`src/rtl/truth_table_sweeper_pkg.sv`:
```
// Shared definitions for the truth-table sweeper: vector/count widths,
// FSM state encoding and a small mismatch-count helper.
package truth_table_sweeper_pkg;

  localparam int NUM_VEC = 16;
  localparam int VEC_W   = 4;
  localparam int CNT_W   = 5;
  localparam int TMR_W   = 4;

  localparam logic [VEC_W-1:0] LAST_VEC = VEC_W'(NUM_VEC - 1);

  typedef enum logic [1:0] {
    ST_IDLE   = 2'd0,
    ST_SETTLE = 2'd1,
    ST_SAMPLE = 2'd2,
    ST_DONE   = 2'd3
  } state_t;

  // Mismatch count after folding in one more compare result; 16 is the
  // largest reachable value, so the 5-bit count never wraps.
  function automatic logic [CNT_W-1:0] count_step(input logic [CNT_W-1:0] cnt,
                                                  input logic             hit);
    return cnt + {{(CNT_W-1){1'b0}}, hit};
  endfunction

endpackage

```
`src/rtl/truth_table_sweeper_settle_timer.sv`:
```
// Settle timer: load/enable down-counter. After a load, expired rises once
// the counter has been enabled for SETTLE_CYCLES-1 cycles, so a SETTLE phase
// that starts on the load edge lasts exactly SETTLE_CYCLES cycles.
module truth_table_sweeper_settle_timer
  import truth_table_sweeper_pkg::*;
#(
  parameter int SETTLE_CYCLES = 2
) (
  input  logic clk,
  input  logic rst,
  input  logic load,
  input  logic en,
  output logic expired
);

  localparam logic [TMR_W-1:0] LOAD_VAL = TMR_W'(SETTLE_CYCLES - 1);

  logic [TMR_W-1:0] cnt;

  // Down-count from the load value and park at zero.
  always_ff @(posedge clk) begin
    if (rst) begin
      cnt <= '0;
    end else if (load) begin
      cnt <= LOAD_VAL;
    end else if (en && (cnt != '0)) begin
      cnt <= cnt - 1'b1;
    end
  end

  assign expired = (cnt == '0);

endmodule

```
`src/rtl/truth_table_sweeper.sv`:
```
// Truth-table sweeper: drives {a,b,c,d} through all 16 vectors, samples the
// block-under-test output f_in for each, and compares the captured table
// against a mask latched at start. The block under test lives beside this
// module in the lab top.
//
//   state  | meaning
//   -------+----------------------------------------------------------
//   IDLE   | waiting for start; vector parked at 0, results held
//   SETTLE | current vector held while the block output settles
//   SAMPLE | f_in captured into the table and compared to the mask
//   DONE   | one-cycle result strobe (done=1, busy=1), back to IDLE
//
// SETTLE_CYCLES must lie in 1..15; each vector takes SETTLE_CYCLES+1 cycles.
module truth_table_sweeper
  import truth_table_sweeper_pkg::*;
#(
  parameter int SETTLE_CYCLES = 2
) (
  input  logic                clk,
  input  logic                rst,
  input  logic                start,
  input  logic [NUM_VEC-1:0]  expected,
  input  logic                f_in,
  output logic                a,
  output logic                b,
  output logic                c,
  output logic                d,
  output logic                busy,
  output logic                done,
  output logic                pass,
  output logic [NUM_VEC-1:0]  table_out,
  output logic [CNT_W-1:0]    mismatch_cnt,
  output logic [VEC_W-1:0]    mismatch_idx
);

  state_t             state;
  logic [VEC_W-1:0]   vec;
  logic [NUM_VEC-1:0] expected_q;
  logic               timer_load;
  logic               timer_en;
  logic               timer_expired;
  logic               mismatch_now;
  logic [CNT_W-1:0]   cnt_next;

  // Timer reloads on start-accept and whenever SAMPLE moves on to the next vector.
  assign timer_load = ((state == ST_IDLE) && start) ||
                      ((state == ST_SAMPLE) && (vec != LAST_VEC));
  assign timer_en   = (state == ST_SETTLE);

  truth_table_sweeper_settle_timer #(
    .SETTLE_CYCLES (SETTLE_CYCLES)
  ) u_settle_timer (
    .clk     (clk),
    .rst     (rst),
    .load    (timer_load),
    .en      (timer_en),
    .expired (timer_expired)
  );

  // Compare result for the vector being sampled; pass must see the count
  // including a mismatch on the very last vector, hence cnt_next.
  assign mismatch_now = (f_in != expected_q[vec]);
  assign cnt_next     = count_step(mismatch_cnt, mismatch_now);

  // The stimulus outputs are the registered vector counter, A as MSB.
  assign {a, b, c, d} = vec;

  // Sweep FSM with vector counter, capture/compare and registered status outputs.
  always_ff @(posedge clk) begin
    if (rst) begin
      state        <= ST_IDLE;
      vec          <= '0;
      expected_q   <= '0;
      busy         <= 1'b0;
      done         <= 1'b0;
      pass         <= 1'b0;
      table_out    <= '0;
      mismatch_cnt <= '0;
      mismatch_idx <= '0;
    end else begin
      done <= 1'b0;
      unique case (state)
        ST_IDLE: begin
          vec <= '0;
          if (start) begin
            expected_q   <= expected;
            table_out    <= '0;
            mismatch_cnt <= '0;
            mismatch_idx <= '0;
            pass         <= 1'b0;
            busy         <= 1'b1;
            state        <= ST_SETTLE;
          end
        end

        ST_SETTLE: begin
          if (timer_expired) begin
            state <= ST_SAMPLE;
          end
        end

        ST_SAMPLE: begin
          table_out[vec] <= f_in;
          mismatch_cnt   <= cnt_next;
          if (mismatch_now && (mismatch_cnt == '0)) begin
            mismatch_idx <= vec;
          end
          if (vec == LAST_VEC) begin
            // Counter holds at the last vector; no wrap inside a sweep.
            done  <= 1'b1;
            pass  <= (cnt_next == '0);
            state <= ST_DONE;
          end else begin
            vec   <= vec + 1'b1;
            state <= ST_SETTLE;
          end
        end

        ST_DONE: begin
          busy  <= 1'b0;
          vec   <= '0;
          state <= ST_IDLE;
        end

        default: begin
          state <= ST_IDLE;
        end
      endcase
    end
  end

endmodule

```
`config.mk`:
```
export PLATFORM = sky130hd
export DESIGN_NAME = truth_table_sweeper
export DESIGN_NICKNAME = d
export VERILOG_FILES = /design/src/rtl/truth_table_sweeper_pkg.sv /design/src/rtl/truth_table_sweeper_settle_timer.sv /design/src/rtl/truth_table_sweeper.sv
export SDC_FILE = /design/constraint.sdc
export NUM_CORES = 1
export LEC_CHECK = 0
export ABC_AREA = 0
export CAP_MARGIN = 20
export CORE_MARGIN = 2
export CORE_UTILIZATION = 61
export CTS_CLUSTER_SIZE = 40
export DETAILED_ROUTE_END_ITERATION = 6
export DONT_BUFFER_PORTS = 1
export PLACE_DENSITY = 0.77
export SLEW_MARGIN = 15
export SYNTH_ARGS = -nofsm -noshare
export SYNTH_HDL_FRONTEND = slang
export SYNTH_SLANG_ARGS = --single-unit
```
`constraint.sdc`:
```
create_clock -name clk -period 2.8 [get_ports clk]
set_input_delay 0.56 -clock clk [delete_from_list [all_inputs] [get_ports clk]]
set_output_delay 0.56 -clock clk [all_outputs]
set_load 0.02 [all_outputs]
```
==> out/qor.txt <==
WL/cell: 14.8 um
post-synthesis cell count: 335
vias in the first global route: 2033
CTS root buffer: clkbuf_8
crit path kind: register to register
biggest area consumer among synthesized cells: dfxtp_1
design area: 2830 um^2
Slew HR: 52.2%
Post-Syn Area: 2690 um^2
layout cells sized above 1: 6.95%
critical path launch point type: register
Die Area: 4950 um^2
Final Cycle Share: 89.4%
sw frac: 37.2%
Fillers: 379
worst-skew pair later-pin latency: 300 ps
global-route wire length before repair: 9420 um
crit path DAT: 2740 ps
MaxCap Viol Count: 0
Int Pwr: 1.37 mW
clock power share: 22.0%
Required @ worst endpoint: 3040 ps
Final Hold Viols: 0
RD Place Congestion: 0.838
synth top area cells: dfxtp_1 40%, nand2_1 8.8%, a21oi_1 8.0%, ha_1 5.6%, a21boi_0 4.2%
number of remaining DRC errors: 0
Placed Area: 2730 um^2
largest net degree at the start of global routing: 50
fmax: 399 MHz
non-filler instance count after layout: 383
RSZ-0062 raised after global routing: no
register area: 1080 um^2
final setup vio count: 0
multiplexer area fraction after synthesis: 4.42%
TritonCTS clock tree: done
vias per cell: 5.84
Final HPWL DP: 3970 um
Worst Skew: 5.89 ps
post-layout minimum cycle time: 2500 ps
H-tree Lvls: 2
Core Rows: 24
Initial Util: 62.6%
Leak Pwr: 1.06 nW
initial antenna violation count: 0
Yosys cell types: 39
Net Count, Synth: 367
Die H: 70.4 um
Final Core Density: 65.9%
Seq pwr share: 43.0%
worst-path fanout max: 11
Adder-Cell Fraction of Synth Area: 5.58%
Layout area overhead: 5.30%
Seq cells post-synth: 54
status: completed
pre-CTS setup slack: 148 ps
top cell type's share of synthesized area: 40.2%
Nets: 362
crit end category: register
pwr/cell area: 772 nW/um^2
DR vias: 2237
CTS Sinks: 54
floorplan core area: 4290 um^2
largest family of logic cells by synthesized area: simple AND/OR/NAND/NOR gates
Initial DRC Count: 160
final worst setup slack: 297 ps
gr ovfl total: 0
Hold Crit Class: input port to register
switching pwr: 0.814 mW
Top Ports: 52
Die X: 70.4 um
clock buffer depth: 2
WL final: 5670 um
Yosys warnings: 0
Post-Synth Simple-Gate Area: 22.1%
transition time at the pin with the least slew margin: 717 ps
synthesized area per cell: 8.03 um^2
GRT Overall Usage: 23.2%
Worst VDD drop: 0.459 mV
number of routed nets with antenna violations: 0
Compound-Gate Fraction of Synth Area: 20.9%
total negative setup slack: 0 ps
Inst Count DP: 375
input/output buffers: 0
Multi-input gate area: 1490 um^2
Combinational Power Share: 35.0%
clock slew at reported path FFs: 100 ps
Synth Area in XOR/XNOR: 2.28%
antenna diode count: 0
CTS Buf Count: 5
1st-pass router iterations: 4
Slew Limit Fails: 0
sequential share of the synthesized area: 40.2%
cell usage in the layout, fill, tap and decap left out, drive strengths merged, types with 4 or more instances in the layout:
master / count
a21oi: 43
buf: 8
mux2i: 10
nand2: 63
nand2b: 5
inv: 9
and2: 6
and3: 5
a22oi: 5
a31oi: 4
a32o: 4
nand3: 11
a21boi: 16
ha: 12
dfxtp: 54
nor2b: 6
clkbuf: 7
nor3: 7
nor2: 20
o21ai: 17
xnor2: 5
kinds of logic after synthesis:
kind of cell / Yosys count
fa+ha+maj: 12
simple gates: 129
flops: 54
mux: 11
buf+inv: 29
xor+xnor: 7
compound gates: 93
flip-flops by register name (all words and copies together), names as in the netlist:
signal,flops
expected_q,16
table_out,16
mismatch_cnt,5
mismatch_idx,4
u_settle_timer.cnt,4
vec,4
state,2
busy,1
done,1
pass,1
power groups by stage:
stage	combinational [mW]	clock, mW	sequential (mW)
3_3_place_gp	0.740	0	0.954
6_report	0.766	0.482	0.939
3_5_place_dp	0.759	0	0.955
5_1_grt	0.869	0.519	0.952
2_1_floorplan	0.617	0	0.941
4_1_cts	0.763	0.492	0.938
layout make-up:
class,instances,area share [%]
Multi-Input combinational cell,252,52.5
Sequential cell,54,38.2
Clock buffer,7,3.40
Tap cell,52,2.30
Timing Repair Buffer,8,2.12
Inverter,9,1.19
Clock inverter,1,0.309
cells in the mapped netlist, drive strengths merged:
cell type  number
nand2          63
dfxtp          54
a21oi          43
nor2           20
o21ai          17
a21boi         16
clkbuf         15
ha             12
nand3          11
mux2i          10
inv             9
nor3            7
and2            6
nor2b           6
a22oi           5
and3            5
buf             5
nand2b          5
xnor2           5
a31oi           4
a32o            4
nand3b          2
nor3b           2
xor2            2
a211oi          1
a21o            1
mux2            1
nand4           1
nor4            1
o211a           1
o21bai          1
through the flow:
step	power, mW	hold WS (ps)
floorplan	1.56	436
detailed placement	1.71	443
global route	2.34	301
global placement	1.69	442
finish	2.19	310
CTS	2.19	301
path summary, 6_finish.rpt:
check	startpoint	end	slack (ps)	depth (start not counted)
worst min register to register	expected_q[14]$_SDFFE_PP0P_	expected_q[14]$_SDFFE_PP0P_	450	2
worst min-delay path	rst	expected_q[3]$_SDFFE_PP0P_	310	1
worst max register to register	vec[1]$_SDFFE_PP0P_	pass$_SDFFE_PP0P_	300	12
worst max-delay path	vec[1]$_SDFFE_PP0P_	pass$_SDFFE_PP0P_	300	12
metal layers:
layer | wire (um) | vias up | track usage, % | share of wire [%]
met2 | 2660 | 62 | 37.5 | 47
li1 | - | 1133 | - | -
met1 | 2670 | 1040 | 30.4 | 47
met4 | 27 | 0 | 5.77 | 0.48
met3 | 315 | 2 | 6.78 | 5.6
met5 | 0 | - | 0 | 0
critical path: stages (launching register included):
cell	delay [ps]
dfxtp_2	510
mux2i_1	120
a22oi_1	190
nand3_1	150
mux2i_1	200
xor2_1	160
ha_1	180
ha_1	230
nand3_1	170
xnor2_1	180
nor2_1	100
nand4_1	100
a21oi_1	150
what timing repair did:
item / in CTS / in global routing
hold buffers: 0 / 0
setup endpoints to repair: 0 / 2
buffers inserted: 0 / 0
gates resized for setup: 0 / 1
Note: power is estimated with default switching activity, not from simulation.
